==> src/rtl/safe_alu.sv <==
// safe_alu: registered two-operand ALU (ADD/SUB/AND/OR) with zero, carry/borrow
// and signed-overflow flags, plus a sticky overflow flag that is held until
// explicitly cleared.
//
// Handshake: the block has no backpressure. A cycle with in_valid=1 is
// accepted unconditionally on the next rising edge, and its result is
// presented with out_valid=1 for exactly the following cycle. r/z/c/v hold
// their last value while out_valid=0. rst discards any operation offered in
// the same cycle.
module safe_alu #(
  parameter int WIDTH = 8
) (
  input  logic             clk,
  input  logic             rst,
  input  logic             in_valid,
  input  logic [WIDTH-1:0] a,
  input  logic [WIDTH-1:0] b,
  input  logic [1:0]       op,
  input  logic             clr_sticky,
  output logic             out_valid,
  output logic [WIDTH-1:0] r,
  output logic             z,
  output logic             c,
  output logic             v,
  output logic             sticky_v
);

  typedef enum logic [1:0] {
    OP_ADD = 2'b00,
    OP_SUB = 2'b01,
    OP_AND = 2'b10,
    OP_OR  = 2'b11
  } op_e;

  localparam int MSB = WIDTH - 1;

  // Extended-width sum/difference: bit WIDTH is carry for ADD and borrow for SUB.
  logic [WIDTH:0]   sum_ext;
  logic [WIDTH:0]   diff_ext;
  logic [WIDTH-1:0] r_next;
  logic             c_next;
  logic             v_next;
  logic             z_next;

  assign sum_ext  = {1'b0, a} + {1'b0, b};
  assign diff_ext = {1'b0, a} - {1'b0, b};

  // Next result and flags for the offered operation; wrapping, never saturating.
  always_comb begin
    r_next = '0;
    c_next = 1'b0;
    v_next = 1'b0;
    unique case (op_e'(op))
      OP_ADD: begin
        r_next = sum_ext[WIDTH-1:0];
        c_next = sum_ext[WIDTH];
        v_next = (a[MSB] == b[MSB]) && (sum_ext[MSB] != a[MSB]);
      end
      OP_SUB: begin
        r_next = diff_ext[WIDTH-1:0];
        c_next = diff_ext[WIDTH];
        v_next = (a[MSB] != b[MSB]) && (diff_ext[MSB] != a[MSB]);
      end
      OP_AND: r_next = a & b;
      OP_OR:  r_next = a | b;
      default: r_next = '0;
    endcase
    z_next = (r_next == '0);
  end

  // Output registers: capture on accepted cycles, hold otherwise; reset wins.
  always_ff @(posedge clk) begin
    if (rst) begin
      out_valid <= 1'b0;
      r         <= '0;
      z         <= 1'b0;
      c         <= 1'b0;
      v         <= 1'b0;
    end else begin
      out_valid <= in_valid;
      if (in_valid) begin
        r <= r_next;
        z <= z_next;
        c <= c_next;
        v <= v_next;
      end
    end
  end

  // Sticky overflow: a newly registered v=1 takes priority over a clear request.
  always_ff @(posedge clk) begin
    if (rst) begin
      sticky_v <= 1'b0;
    end else if (in_valid && v_next) begin
      sticky_v <= 1'b1;
    end else if (clr_sticky) begin
      sticky_v <= 1'b0;
    end
  end

endmodule

==> config.mk <==
export PLATFORM = sky130hd
export DESIGN_NAME = safe_alu
export DESIGN_NICKNAME = d
export VERILOG_FILES = /design/src/rtl/safe_alu.sv
export SDC_FILE = /design/constraint.sdc
export NUM_CORES = 1
export LEC_CHECK = 0
export CAP_MARGIN = 10
export CORE_ASPECT_RATIO = 1.5
export CORE_MARGIN = 2
export CORE_UTILIZATION = 35
export CTS_CLUSTER_DIAMETER = 120
export CTS_CLUSTER_SIZE = 10
export DETAILED_ROUTE_END_ITERATION = 12
export GPL_TIMING_DRIVEN = 0
export HOLD_SLACK_MARGIN = 0.02
export SYNTH_ARGS = -nofsm -noshare
export SYNTH_HDL_FRONTEND = slang
export SYNTH_SLANG_ARGS = --single-unit
export TNS_END_PERCENT = 20
==> constraint.sdc <==
create_clock -name clk -period 4.3 [get_ports clk]
set_input_delay 0.645 -clock clk [delete_from_list [all_inputs] [get_ports clk]]
set_output_delay 0.645 -clock clk [all_outputs]
set_load 0.02 [all_outputs]
# After elaboration in Yosys (flattened, before gate mapping)
# Index checks and enable logic that the tools add are counted.
# classes
eq_ne	7
add_sub_neg	2
reduce_logical	6
n_mux	5
n_bitwise	2
# ops
cell	n
case mux 8 bit (4 select lines)	1
adder 8 x 8 -> 9 bit	1
subtractor 8 x 8 -> 9 bit	1
AND 8 bit	1
logical NOT 8 bit	1
OR 8 bit	1
equality test 2 bit, second input constant	2
case mux 1 bit (2 select lines)	2
logical AND 1 bit	3
inequality test 1 bit	3
equality test 2 x 1 -> 1 bit, second input constant	1
logical NOT 2 bit	1
two-way mux 1 bit	2
nonzero test 2 bit	1
equality test 1 bit	1
# word_totals
input_bits	22
regBits	13
output_inout_bits	13

# Longest topological paths before layout
# depth
ltp_word	6
depth_mapped	10
ltp_nobuf	10

# Worst setup path before layout
# Ideal clock, no wire load.
# synth_timing
path_type	in2reg
from	input a[0]
to	register z
stages	10
t_arrival_ns	2.458
setup_slack_ns	1.785
setup_ns	0.057
required_ns	4.243
cell_sequence	inv_1 -> ha_1 -> fa_1 -> nor3_2 -> nor3_2 -> o211ai_2 -> a2bb2oi_1 -> or4_1 -> nor2_1 -> a21o_1
# synth_between
elab_chain_len	3
elab_cells_between_ends	6
classes_between	add/sub (2); mux (1); bitwise (2); reduce/logical (1)
# synth_rtl
element	line_no	text
start, declared	16	input logic [WIDTH-1:0] a,
subtractor 8 x 8 -> 9 bit (tied with other cells)	46	assign diff_ext = {1'b0, a} - {1'b0, b};
case mux 8 bit (4 select lines) (*)	53	unique case (op_e'(op))
logical NOT 8 bit (*)	68	z_next = (r_next == '0);
end signal, assigned	83	z <= z_next;
end, declared	22	output logic z,
# Mark *: on every way between the ends. The rest lies on a longest branch, timed or not.
# A chain may end at the register's enable or synchronous reset.

# Worst setup path in the final report
# layout_timing
from	input a[3]
to	register z
# The elaborated chain is that of the path after synthesis.

==> metrics.cfg <==
[setup_path]
worstSetupStartpointType = input pin
cp.required_ns = 4.44
reg2reg_from = z$_SDFFE_PP0P_
r2r_end = z$_SDFFE_PP0P_
end_kind = flop
worstSetupEndpoint = z$_SDFFE_PP0P_
arrival_ns = 3.08
cp_max_fo = 10
worst-r2r-cell-count = 2
ff2ff_setup_slack_ns = 3.61
crit_start = a[3]
crit_type = in -> reg

[logic_synthesis]
syn_nets = 249
postSynthCellCount = 201
async_flop_share_pct = 0
yosys_warnings = 0
yosys_register_bits = 13
syn-mean-instance-area_um2 = 7.88
syn_area_um2 = 1580
yosysUniqueCellTypes = 50
yosysSeqAreaShare_pct = 16.4
synth_flop_cell = dfxtp_1
synth-edff-count = 0

[sta]
slew_viol_final = 0
period_needed_ns = 2.94
fmax_ghz = 0.340
slew-limit-headroom_pct = 63.1
holdWs_ns = 0.467
worst_slew_pin_slew_ns = 0.553
post-route-period-util_pct = 68.3
setup_viol = 0
skew_ns = 0
timing.setup.tns_ns = 0
rsz0062_at_grt = no
final_hold_viol_count = 0

[final_layout]
diodes = 0
syn_to_final_growth_pct = 27.5
utilization_pct = 45.6
fill_cells = 472
layout_common_cells = clkdlybuf4s50_1 (33), ha_1 (24), nor2_1 (21), inv_1 (20)
finalNetCount = 287
drive_above_1_share_pct = 7.98
final_common_cell = clkdlybuf4s50_1

[global_routing]
antenna_found_initial = 0
grt_use_total_pct = 14.1
grt_pass1_vias = 1350
grt_max_degree = 11
grt_overflow = 0
grt_pass1_wl_um = 5680

[floorplanning]
initial_core_util_pct = 35.8
dieArea_um2 = 5090
core_region_area_um2 = 4430
row_count = 30
dieHeight_um = 86.4
pin_count = 35
die_x_um = 58.9

[clock_network]
post_cts_resized = 0
clkLatencyLatePin_ns = 0.24
cts_tree = done
root_buffer = clkbuf_8
cts_buffers = 3
clock-sinks = 13
clk_pin_slew_ns = 0.06
cts_htree_levels = 1
cts_max_path_buffers = 2
post-cts-setup-buffers = 0
holdBufCountCts = 0

[drt]
num_vias = 1492
route.detailed.drc = 4
drt_iter0_markers = 45
wl_per_cell_um = 12.2
drt_wl_total_um = 3500
first_pass_iters = 8
ant_nets = 0
avgViaCountPerCell = 5.22

[place]
io_buffers = 33
place.gp.congestion = 0.845
dp_hpwl_um = 2950

[run_status]
violations = design-rule violations
status = finished with violations

[power_and_ir_drop]
powerDensity_nw_per_um2 = 219
p_clk_share_pct = 24.6
power_mw = 0.442
p_leak_nw = 0.900
swShare_pct = 34.4
power_frac_comb_pct = 45.3
pwr-share-seq_pct = 30.2
p_sw_mw = 0.152
p_int_mw = 0.290
max-vdd-ir-drop_v = 0.0000964

[run]
drv_cap = 0

[worst_hold_path]
hp-class = reg -> reg

[flip-flops by register name, indices dropped and copies added, names as in the netlist]
signal / flops
sticky_v: 1
z: 1
r: 8
v: 1
c: 1
out_valid: 1
[stage by stage]
| stage | instances | cell area (µm²) | worst slack, ns |
|---|---|---|---|
| detailed placement | 282 | 1970 | 1.09 |
| global placement | 282 | 1970 | 1.08 |
| finish | 286 | 2020 | 1.36 |
| global route | 286 | 2020 | 1.20 |
| CTS | 286 | 2020 | 1.34 |
| floorplan | 201 | 1580 | 1.78 |
[metal layers]
metal | track usage (%) | wire length (µm) | up-vias
li1 | - | - | 790
met1 | 16.5 | 1550 | 659
met2 | 24.7 | 1730 | 34
met3 | 1.34 | 121 | 9
met4 | 7.02 | 103 | 0
met5 | 0 | 0 | -
[worst min-delay path by stage]
stage	cells past startpoint	slack (ns)	to	startpoint
after detailed placement	2	0.46	v$_SDFFE_PP0P_	v$_SDFFE_PP0P_
after global routing	2	0.49	v$_SDFFE_PP0P_	v$_SDFFE_PP0P_
after CTS	2	0.47	v$_SDFFE_PP0P_	v$_SDFFE_PP0P_
final	2	0.47	v$_SDFFE_PP0P_	v$_SDFFE_PP0P_
after global placement	2	0.46	sticky_v$_SDFFE_PP0P_	sticky_v$_SDFFE_PP0P_
after floorplan	2	0.54	c$_SDFFE_PP0P_	c$_SDFFE_PP0P_
[synth_stat cells, types with 2 or more instances]
| master | number | area [µm²] |
|---|---|---|
| o311ai_0 | 2 | 17.5 |
| nand2b_1 | 5 | 31.3 |
| nor3_2 | 2 | 20.0 |
| clkbuf_1 | 4 | 15.0 |
| nand3_1 | 3 | 15.0 |
| buf_4 | 3 | 22.5 |
| mux2i_1 | 8 | 80.1 |
| a211oi_1 | 4 | 30.0 |
| ha_1 | 24 | 300 |
| nand2_1 | 10 | 37.5 |
| a31oi_1 | 2 | 12.5 |
| nor3_1 | 6 | 30.0 |
| buf_6 | 2 | 22.5 |
| a21oi_1 | 13 | 65.1 |
| nor3b_1 | 3 | 22.5 |
| fa_1 | 2 | 40.0 |
| nor2b_1 | 6 | 37.5 |
| a31o_2 | 2 | 17.5 |
| inv_1 | 20 | 75.1 |
| o22ai_1 | 2 | 12.5 |
| o21ai_0 | 6 | 30.0 |
| o221ai_1 | 2 | 17.5 |
| a2bb2oi_1 | 3 | 26.3 |
| o21a_1 | 4 | 30.0 |
| dfxtp_1 | 13 | 260 |
| a21o_1 | 3 | 22.5 |
| a211oi_2 | 2 | 25.0 |
| nor2_1 | 21 | 78.8 |
| and3_1 | 3 | 18.8 |
[power by group through the flow]
stage          Sequential, mW  Clock [mW]  Combinational (mW)
2_1_floorplan           0.147           0               0.122
3_3_place_gp            0.136           0               0.200
3_5_place_dp            0.136           0               0.201
4_1_cts                 0.134       0.109               0.202
5_1_grt                 0.134       0.112               0.222
6_report                0.133       0.109               0.200
[critical path: stages]
cell and delay, ns:
clkdlybuf4s50_1 0.51, inv_1 0.06, ha_1 0.27, buf_4 0.16, nor3_2 0.07, o31ai_1 0.36
a21boi_0 0.22, a311oi_1 0.36, o21a_1 0.21, nor2_1 0.06, a21o_1 0.16
[area by class of cell]
type | instances | area, µm² | share of cell area [%]
tap | 48 | 60.1 | 2.97
inverter | 20 | 75.1 | 3.72
multi-input combinational | 158 | 1180 | 58.6
clock buffer | 4 | 45.0 | 2.23
sequential | 13 | 260 | 12.9
buffer | 10 | 65.1 | 3.22
timing repair buffer | 33 | 330 | 16.4
[cells by family (layout without fill, tap and decap cells)]
| logic type | Yosys count | in the layout | synth area share, % |
|---|---|---|---|
| muxes | 8 | 8 | 5.06 |
| adders and majority gates | 26 | 26 | 21.5 |
| and+or+nand+nor | 67 | 67 | 22.2 |
| AOI/OAI and AO/OA | 56 | 56 | 25.4 |
| xor gates and xnor gates | 1 | 1 | 0.553 |
| DFF | 13 | 13 | 16.4 |
| buffers and inverters | 30 | 67 | 8.85 |
Power figures use the tool's default switching activity.
